`src/rtl/oric_ram_arbiter.sv`:
```
// oric_ram_arbiter: request/grant arbiter sharing one external SRAM among NUM_CH clients.
// Optional write protection of the region at/above WPROT_BASE when ORIC_RAM_ARB_WPROT_EN is defined.
`default_nettype none

module oric_ram_arbiter #(
    parameter int NUM_CH  = 4,
    parameter int AW      = 16,
    parameter int DW      = 8,
    parameter int ACC_CYC = 2,
    parameter int PRIO0   = 1
`ifdef ORIC_RAM_ARB_WPROT_EN
    ,
    parameter logic [AW-1:0] WPROT_BASE = 16'hC000
`endif
) (
    input  logic                 CLK_IN,
    input  logic                 RESETn,
    input  logic [NUM_CH-1:0]    req,
    input  logic [NUM_CH-1:0]    we,
    input  logic [NUM_CH*AW-1:0] addr,
    input  logic [NUM_CH*DW-1:0] wdata,
    output logic [NUM_CH-1:0]    gnt,
    output logic [NUM_CH-1:0]    rvalid,
    output logic [DW-1:0]        rdata,
    output logic                 busy,
    output logic [AW-1:0]        ram_ad,
    output logic [DW-1:0]        ram_d,
    input  logic [DW-1:0]        ram_q,
    output logic                 ram_cs,
    output logic                 ram_oe,
    output logic                 ram_we
`ifdef ORIC_RAM_ARB_WPROT_EN
    ,
    input  logic                 wprot,
    output logic                 wp_hit
`endif
);

    localparam int PW = $clog2(NUM_CH);
    localparam int CW = 4;

    typedef enum logic [0:0] {
        S_IDLE   = 1'b0,
        S_ACCESS = 1'b1
    } state_t;

    state_t              state_q, state_d;
    logic [CW-1:0]       cnt_q, cnt_d;
    logic [PW-1:0]       ptr_q, ptr_d;
    logic [PW-1:0]       win_q, win_d;
    logic                rd_q, rd_d;
    logic [NUM_CH-1:0]   gnt_q, gnt_d;
    logic [NUM_CH-1:0]   rvalid_q, rvalid_d;
    logic [DW-1:0]       rdata_q, rdata_d;
    logic                busy_q, busy_d;
    logic [AW-1:0]       ram_ad_q, ram_ad_d;
    logic [DW-1:0]       ram_d_q, ram_d_d;
    logic                cs_q, cs_d;
    logic                oe_q, oe_d;
    logic                we_q, we_d;
    logic                wph_q, wph_d;

    logic [AW-1:0]       addr_a  [NUM_CH];
    logic [DW-1:0]       wdata_a [NUM_CH];

    generate
        for (genvar i = 0; i < NUM_CH; i++) begin : g_unpack
            assign addr_a[i]  = addr[i*AW +: AW];
            assign wdata_a[i] = wdata[i*DW +: DW];
        end
    endgenerate

    // Winner selection: channel 0 pre-empts when PRIO0 is set, otherwise
    // first requester scanning upward from the round-robin pointer.
    logic          arb_found;
    logic          arb_prio;
    logic [PW-1:0] arb_win;
    logic [PW:0]   scan;
    logic [PW-1:0] scan_idx;

    always_comb begin
        arb_found = 1'b0;
        arb_prio  = 1'b0;
        arb_win   = '0;
        scan      = '0;
        scan_idx  = '0;
        if (PRIO0 != 0 && req[0]) begin
            arb_found = 1'b1;
            arb_prio  = 1'b1;
        end else begin
            for (int k = 0; k < NUM_CH; k++) begin
                scan = {1'b0, ptr_q} + (PW+1)'(k);
                if (scan >= (PW+1)'(NUM_CH)) begin
                    scan = scan - (PW+1)'(NUM_CH);
                end
                scan_idx = scan[PW-1:0];
                if (!arb_found && req[scan_idx] && !(PRIO0 != 0 && scan_idx == '0)) begin
                    arb_found = 1'b1;
                    arb_win   = scan_idx;
                end
            end
        end
    end

    logic w_wr;
    logic w_blk;

    always_comb begin
        state_d  = state_q;
        cnt_d    = cnt_q;
        ptr_d    = ptr_q;
        win_d    = win_q;
        rd_d     = rd_q;
        gnt_d    = '0;
        rvalid_d = '0;
        rdata_d  = rdata_q;
        busy_d   = busy_q;
        ram_ad_d = ram_ad_q;
        ram_d_d  = ram_d_q;
        cs_d     = cs_q;
        oe_d     = oe_q;
        we_d     = we_q;
        wph_d    = 1'b0;
        w_wr     = 1'b0;
        w_blk    = 1'b0;
        case (state_q)
            S_IDLE: begin
                if (arb_found) begin
                    w_wr = we[arb_win];
`ifdef ORIC_RAM_ARB_WPROT_EN
                    w_blk = w_wr && wprot && (addr_a[arb_win] >= WPROT_BASE);
`endif
                    gnt_d[arb_win] = 1'b1;
                    ram_ad_d = addr_a[arb_win];
                    ram_d_d  = wdata_a[arb_win];
                    cs_d     = 1'b1;
                    oe_d     = ~w_wr;
                    we_d     = w_wr & ~w_blk;
                    wph_d    = w_blk;
                    busy_d   = 1'b1;
                    cnt_d    = '0;
                    rd_d     = ~w_wr;
                    win_d    = arb_win;
                    state_d  = S_ACCESS;
                    if (!arb_prio) begin
                        ptr_d = (arb_win == PW'(NUM_CH-1)) ? '0 : arb_win + PW'(1);
                    end
                end
            end
            S_ACCESS: begin
                cnt_d = cnt_q + CW'(1);
                if (cnt_q == CW'(ACC_CYC-1)) begin
                    cs_d    = 1'b0;
                    oe_d    = 1'b0;
                    we_d    = 1'b0;
                    busy_d  = 1'b0;
                    state_d = S_IDLE;
                    if (rd_q) begin
                        rdata_d         = ram_q;
                        rvalid_d[win_q] = 1'b1;
                    end
                end
            end
            default: state_d = S_IDLE;
        endcase
    end

    always_ff @(posedge CLK_IN or negedge RESETn) begin
        if (!RESETn) begin
            state_q  <= S_IDLE;
            cnt_q    <= '0;
            ptr_q    <= PW'(1);
            win_q    <= '0;
            rd_q     <= 1'b0;
            gnt_q    <= '0;
            rvalid_q <= '0;
            rdata_q  <= '0;
            busy_q   <= 1'b0;
            ram_ad_q <= '0;
            ram_d_q  <= '0;
            cs_q     <= 1'b0;
            oe_q     <= 1'b0;
            we_q     <= 1'b0;
            wph_q    <= 1'b0;
        end else begin
            state_q  <= state_d;
            cnt_q    <= cnt_d;
            ptr_q    <= ptr_d;
            win_q    <= win_d;
            rd_q     <= rd_d;
            gnt_q    <= gnt_d;
            rvalid_q <= rvalid_d;
            rdata_q  <= rdata_d;
            busy_q   <= busy_d;
            ram_ad_q <= ram_ad_d;
            ram_d_q  <= ram_d_d;
            cs_q     <= cs_d;
            oe_q     <= oe_d;
            we_q     <= we_d;
            wph_q    <= wph_d;
        end
    end

    assign gnt    = gnt_q;
    assign rvalid = rvalid_q;
    assign rdata  = rdata_q;
    assign busy   = busy_q;
    assign ram_ad = ram_ad_q;
    assign ram_d  = ram_d_q;
    assign ram_cs = cs_q;
    assign ram_oe = oe_q;
    assign ram_we = we_q;
`ifdef ORIC_RAM_ARB_WPROT_EN
    assign wp_hit = wph_q;
`else
    logic unused_wph;
    assign unused_wph = wph_q;
`endif

endmodule

`default_nettype wire

```
`config.mk`:
```
export PLATFORM = sky130hd
export DESIGN_NAME = oric_ram_arbiter
export DESIGN_NICKNAME = d
export VERILOG_FILES = /design/src/rtl/oric_ram_arbiter.sv
export SDC_FILE = /design/constraint.sdc
export NUM_CORES = 1
export LEC_CHECK = 0
export BUFFER_PORTS_ARGS = -buffer_cell sky130_fd_sc_hd__buf_4
export CAP_MARGIN = 20
export CORE_MARGIN = 5
export CORE_UTILIZATION = 47
export DETAILED_ROUTE_END_ITERATION = 10
export PLACE_DENSITY = 0.9
export SYNTH_ARGS = -nofsm -noshare
export SYNTH_HDL_FRONTEND = slang
export SYNTH_SLANG_ARGS = --single-unit
```
`constraint.sdc`:
```
create_clock -name CLK_IN -period 4 [get_ports CLK_IN]
set_input_delay 1 -clock CLK_IN [delete_from_list [all_inputs] [get_ports CLK_IN]]
set_output_delay 1 -clock CLK_IN [all_outputs]
set_load 0.02 [all_outputs]
```
==> impl_results.md, run 1 <==
* WHS Path Cells at 2
* Outcome: complete, no violations
* Adder-Cell Fraction of Synth Area at under 10%
* Num CTS Buffers at 5
* Die area at between 8000 and 9000 um2
* Comb power frac at approximately 64%
* # IOs at about 160
* Leak at 0.00227 uW
* Compound-Gate Fraction of Synth Area at about a quarter
* Core area at roughly 6800 um2
* Worst r2r path cells at 10
* DRC violations left at 0
* Fmax at around 0.27 GHz
* CP arrival at approximately 4000 ps
* Max rail drop VDD at 0.000401 V
* Tot GR Track Use at between 20% and 30%
* Hold EP: ram_ad[4]
* Avg WL per Cell at 19.0 um
* I/O Buffers at approximately 160
* Nets at ~600
* Die H at between 90 and 100 um
* CTS Buffer Depth at 2
* Period Utilization, post-route at 93.5%
* Xor-xnor portion of the synthesized cell area at 0%
* Worst clock skew at 9.41 ps
* Flop2flop setup slack at 260 ps
* Post-synth top flop: dfrtp_1
* P_sw at 1670 uW
* Crit path time final at 3740 ps
* Global-route wire length before repair at ~17 mm
* CTS tree: built
* Layout fillers at approximately 580
* Routed vias at between 3000 and 4000
* Min-Delay Startpoint: ram_ad[4]
* Hold Path Class: reg -> reg
* Clock sinks at 53
* H-tree lvl count at 2
* Total power at approximately 3600 uW
* Number of flops mapped to enable cells by yosys at 0
* Clock power share at around 9%
* Final setup fails at 0
* Synth Area per Inst at approximately 9.8 um2
* Post-route insts no fill at 572
* Routed WL at between 10 and 15 mm
* Layout cell share with drive strength beyond 1 at between 40% and 50%
* N_diodes at 0
* Max Cap Violations at 0
* Register Area at about 1300 um2
* Area growth, synth to finish at 40.6%
* Clock latency on the worst-skew pair at approximately 300 ps
* Switching Fraction at between 40% and 50%
* Placed cells at between 500 and 600
* Vias per cell at 6.01
* Area taken by multi-input logic gates at ~1800 um2
* RR Endpoint: ptr_q[0]
* Busiest layer in global routing: met2
* Sequential area share after synthesis at roughly two fifths
* Async set-reset flop share out of synthesis at 100%
* Root Buffer: clkbuf_8
* Critical Path RT at between 4000 and 5000 ps
* Main combinational cell family by area after synthesis: compound AO/OA/AOI/OAI gates
* Drt pass-1 iters at 5
* Vias in the first global route at between 3000 and 4000
* Sequential share of power at a little over a quarter
* Largest net degree at the start of global routing at 54
* Global Route met1 Usage at between 20% and 30%
* Cell area power density at around 770 nW/um2
* DPL Wire Length at roughly 8.3 mm
* Synthesized net count at 461
* Clock Pin Slew Worst Setup and Hold Paths at roughly 100 ps
* Hold-fix buffers, CTS at 0
* Crit end category: register
* Post-route setup TNS at 0 ps
* Slew Limit Fails at 0
* Initial DRC Count at approximately 180
* Slew HR at about 57%
* Die Wd at approximately 94 um
* Num rows at 30
* Simple-gate portion of the synthesized area at around a fifth
* GR Layer Usage met3 at ~4%
* Syn Inst Count at 337
* P_int at 1890 uW
* Synth Cell Area at around 3300 um2
* Initial antenna violation count at 0
* Worst-path maximum fanout at 27
* Fraction of synthesized area in multiplexers at 7.34%
* Initial Util at about 48%
* Crit path launch type: register
* Post-synth cell types at 38
* Register bit total from synthesis at 53
* Grt met2 use at between 40% and 50%
* Final ANT Viol Nets at 0
* Final Hold Fails at 0
* R2r startpoint: ptr_q[0]
* RSZ-0062 raised after global routing: false
* Setup CP Type: reg -> reg
* Worst Tran Pin Value at 650 ps
* Routability-driven placement congestion ratio at around 0.95
* Yosys Warn Count at 0
* Gr ovfl total at 0
* CP Launch Point: ptr_q[0]
## Yosys cell counts (5+ instances only)
cell,n,area share (%)
dfrtp_1,52,39
nand2_1,35,4.0
inv_1,6,0.68
clkbuf_1,27,3.1
buf_2,5,0.76
mux2_2,10,3.4
and2_1,5,0.95
o31ai_1,24,5.4
and3_1,51,9.6
a221oi_1,48,13
nor2_1,5,0.57
ha_1,10,3.8
o21ai_0,7,1.1
## logic make-up after synthesis
| group | count (synthesis) |
|---|---|
| adders and majority gates | 10 |
| DFF | 53 |
| muxes | 18 |
| and+or+nand+nor | 120 |
| AOI/OAI and AO/OA | 93 |
| buffers and inverters | 43 |
## cell usage in the layout (no fill, tap or decap), types with 2 or more instances in the layout
master	Yosys	routed
a21boi_0	2	2
o21ai_0	7	7
nand2b_1	4	4
mux2i_1	4	4
buf_4	1	166
nor2_1	5	5
dfrtp_1	52	52
a31oi_1	3	3
mux4_2	4	4
clkbuf_8	0	5
inv_1	6	6
o31ai_1	24	24
a221o_1	2	2
nand2_1	35	35
and3_1	51	51
mux2_2	10	10
and4_1	3	3
nor2b_1	4	4
nand3_1	3	3
ha_1	10	10
a21oi_1	2	2
nor3b_1	3	3
a221oi_1	48	48
nor3_1	3	3
and2_1	5	5
## sequential cells by signal, indices dropped and copies added (netlist names)
register	flops
cnt_q	4
gnt	4
ptr_q	2
ram_ad	16
ram_cs	1
ram_d	8
ram_oe	1
ram_we	1
rd_q	1
rdata	8
rvalid	4
state_q	1
win_q	2
## worst max-delay path, stage by stage (launching register included)
cell	delay, ps
dfstp_2	710
inv_1	200
ha_1	460
mux4_2	550
nor2b_1	170
a41oi_1	320
a221oi_4	110
buf_4	250
ha_1	270
or4_1	530
o21ai_0	90
## layer usage
layer / part of all wire (%) / vias to the layer above
li1: - / 1581
met1: 38 / 1667
met2: 52 / 170
met3: 7.3 / 21
met4: 2.4 / 0
met5: 0 / -
## how the worst max path moves through the flow
stage / end / cells after the start
floorplan: ptr_q[1] / 8
global placement: ptr_q[1] / 8
detailed placement: ram_ad[7] / 9
CTS: ram_ad[7] / 9
global route: ptr_q[0] / 10
finish: ptr_q[0] / 10
## layout make-up
cell class,instances,share of cell area [%]
clock buffer,5,1.48
inverter,7,0.565
sequential,53,28.6
timing repair buffer,167,27.2
clock inverter,3,0.538
tap,96,2.58
multi-input combinational,241,39.0
## power by group through the flow
stage	clock (uW)	combinational [uW]	sequential, uW
floorplan	0	1330	1140
global placement	0	2170	956
detailed placement	0	2280	971
CTS	317	2280	961
global route	337	2500	998
finish	313	2280	963
## repair_timing
item                                    CTS  global route
setup buffers                             0             0
endpoints found under the setup margin    0             2
gates resized for setup                   0             1
## metrics by stage
step	setup WS, ps	instance area [um2]	util (%)	hold WS [ps]
finish	259	4650	68.0	488
detailed placement	267	4550	66.6	468
floorplan	621	3310	-	458
CTS	238	4650	68.0	490
global placement	512	4550	66.6	462
global route	51.1	4650	68.0	526
Power figures use the tool's default switching activity.
==> run 2, diff against run 1 <==
--- a/config.mk
+++ b/config.mk
@@ -7,7 +7,7 @@
 export LEC_CHECK = 0
 export BUFFER_PORTS_ARGS = -buffer_cell sky130_fd_sc_hd__buf_4
 export CAP_MARGIN = 20
-export CORE_MARGIN = 5
+export CORE_MARGIN = 3
 export CORE_UTILIZATION = 47
 export DETAILED_ROUTE_END_ITERATION = 10
 export PLACE_DENSITY = 0.9
==> run 2 against run 1 <==
Net effect:
- routed wire length down 3.9%
- critical path depth unchanged
- largest cell class unchanged
- largest power group unchanged
- clock skew down 5.0 ps
- highest routed layer unchanged
- die area down 8.3%
- sequential share of layout area about the same
==> impl_results.md, run 2 (synthesized netlist as in run 1, its figures left out) <==
* Gr ovfl total at 0 (unchanged)
* CTS tree: built
* Num rows at 29 (-3.3%)
* Initial antenna violation count at 0 (unchanged)
* Tot GR Track Use at 25.6% (+1.1 points)
* Leak at 0.00228 uW (+0.26%)
* Routed WL at 10.4 mm (-3.9%)
* Routed vias at 3374 (-1.9%)
* # IOs at 158 (unchanged)
* Worst clock skew at 4.38 ps (-5.03 ps)
* Most frequent cells in the layout: buf_4 (165), dfrtp_1 (52), and3_1 (51)
* Drt pass-1 iters at 5 (unchanged)
* Worst-path maximum fanout at 17 (-37%)
* N_diodes at 0 (unchanged)
* Post-route setup TNS at 0 ps (unchanged)
* Vias per cell at 5.94 (-1.2%)
* Final Hold Fails at 0 (unchanged)
* CTS Buffer Depth at 2 (unchanged)
* Clock latency on the worst-skew pair at 300 ps (about the same)
* Initial DRC Count at 192 (+7.9%)
* Hold Path Class: reg -> reg
* Placed cells at 560 (-0.71%)
* DP Area at 4540 um2 (-0.25%)
* I/O Buffers at 157 (unchanged)
* Area growth, synth to finish at 40.7% (about the same)
* Crit path launch type: register
* DPL Wire Length at 7.94 mm (-4.7%)
* H-tree lvl count at 2 (unchanged)
* Commonest non-fill, non-tap cell in the layout: buf_4
* Post-CTS setup buffer count at 0 (unchanged)
* Root Buffer: clkbuf_8
* RSZ-0062 raised after global routing: false
* WL met3 at 669 um (-16%)
* Nets at 598 (-0.17%)
* Largest net degree at the start of global routing at 54 (unchanged)
* Post-route insts no fill at 568 (-0.70%)
* Hold-fix buffers, CTS at 0 (unchanged)
* Routability-driven placement congestion ratio at 0.818 (-14%)
* Die Wd at 89.9 um (-4.3%)
* Crit end category: register
* Met1 WL at 4.22 mm (+1.7%)
* Slew HR at 53.7% (-2.9 points)
* Crit path time final at 3710 ps (-33.7 ps)
* Die H at 89.9 um (-4.3%)
* Global-route wire length before repair at 17.1 mm (-0.96%)
* Final Util at 70.8% (+2.8 points)
* Clock Pin Slew Worst Setup and Hold Paths at 100 ps (about the same)
* Fin area at 4650 um2 (about the same)
* Worst Tran Pin Value at 692 ps (+42.3 ps)
* Cell area power density at 774 nW/um2 (+1.0%)
* Max rail drop VDD at 0.000391 V (-2.4%)
* Vias in the first global route at 3435 (-1.6%)
* Period Utilization, post-route at 92.7% (-0.84 points)
* Max layer used: met4
* Outcome: complete, no violations
* Setup CP Type: reg -> reg
* Num CTS Buffers at 5 (unchanged)
* Total power at 3600 uW (+1.1%)
* Layout cell share with drive strength beyond 1 at 41.1% (-0.33 points)
* Post-CTS resize count at 0 (unchanged)
* Layout fillers at 515 (-10%)
* Max reg flops at 16 (unchanged)
* Core area at 6570 um2 (-3.9%)
* CP arrival at 3910 ps (-70 ps)
* Slew Limit Fails at 0 (unchanged)
* Max Cap Violations at 0 (unchanged)
* Initial Util at 50.4% (+1.9 points)
* Final setup fails at 0 (unchanged)
* Fmax at 0.270 GHz (+0.91%)
* Metal2 WL at 5.40 mm (-4.4%)
* DRC violations left at 0 (unchanged)
* Die area at 8080 um2 (-8.3%)
* Avg WL per Cell at 18.3 um (-3.2%)
* Clock sinks at 53 (unchanged)
* Final ANT Viol Nets at 0 (unchanged)
* Critical Path RT at 4200 ps (-30 ps)
==> run 2: changes by cell type in the layout (fill, tap and decap cells not counted) <==
| cell | delta |
|---|---|
| inv_6 | -1 |
| bufinv_16 | +1 |
| or2_2 | +1 |
| buf_4 | -1 |
| clkbuf_1 | +1 |
| clkinvlp_4 | -1 |
| or2_4 | -1 |
==> run 2: cell type report <==
cell class / instances / area (um2) / share of cell area, %
Multi-Input combinational cell: 241 / 1810 / 38.9
Sequential cell: 53 / 1330 / 28.5
Timing Repair Buffer: 166 / 1260 / 27.1
Tap cell: 93 / 116 / 2.50
Clock buffer: 6 / 72.6 / 1.56
Clock inverter: 2 / 38.8 / 0.834
Inverter: 7 / 26.3 / 0.565
==> run 2: where the power goes <==
group          internal (uW)  total (uW)  switching [uW]  leakage [uW]
combinational            971        2260            1290       0.00156
clock                    188         367             179     0.0000554
sequential               781         967             186      0.000657
==> run 2: path summary, 6_finish.rpt <==
path,start,to,slack [ps],cells after the start
worst max-delay path,ptr_q[0],ptr_q[0],290,10
worst min-delay path,ram_ad[6],ram_ad[6],490,2
worst max register to register,ptr_q[0],ptr_q[0],290,10
worst min register to register,ram_ad[6],ram_ad[6],490,2
max in group asynchronous,RESETn,ram_ad[4],2840,1
min in group asynchronous,RESETn,ram_cs,720,1
==> run 2: metrics by stage <==
step / worst slack, ps / hold WS (ps)
2_1_floorplan: 621 / 458
3_3_place_gp: 423 / 461
3_5_place_dp: 360 / 467
4_1_cts: 323 / 489
5_1_grt: 95.1 / 515
6_report: 293 / 487
==> run 2: metal layers <==
metal / global-route usage (%) / up-vias
li1: - / 1579
met1: 32.5 / 1623
met2: 45.8 / 158
met3: 4.67 / 14
met4: 5.10 / 0
met5: 0 / -
==> run 2: worst max-delay path: stages (launching register included) <==
cell and delay, ps:
dfstp_2 700, inv_1 200, ha_1 440, mux4_2 530, nor2b_1 170, a41oi_1 320, a221oi_4 130, buf_4 230
ha_1 220, or4_1 520, o21ai_0 140
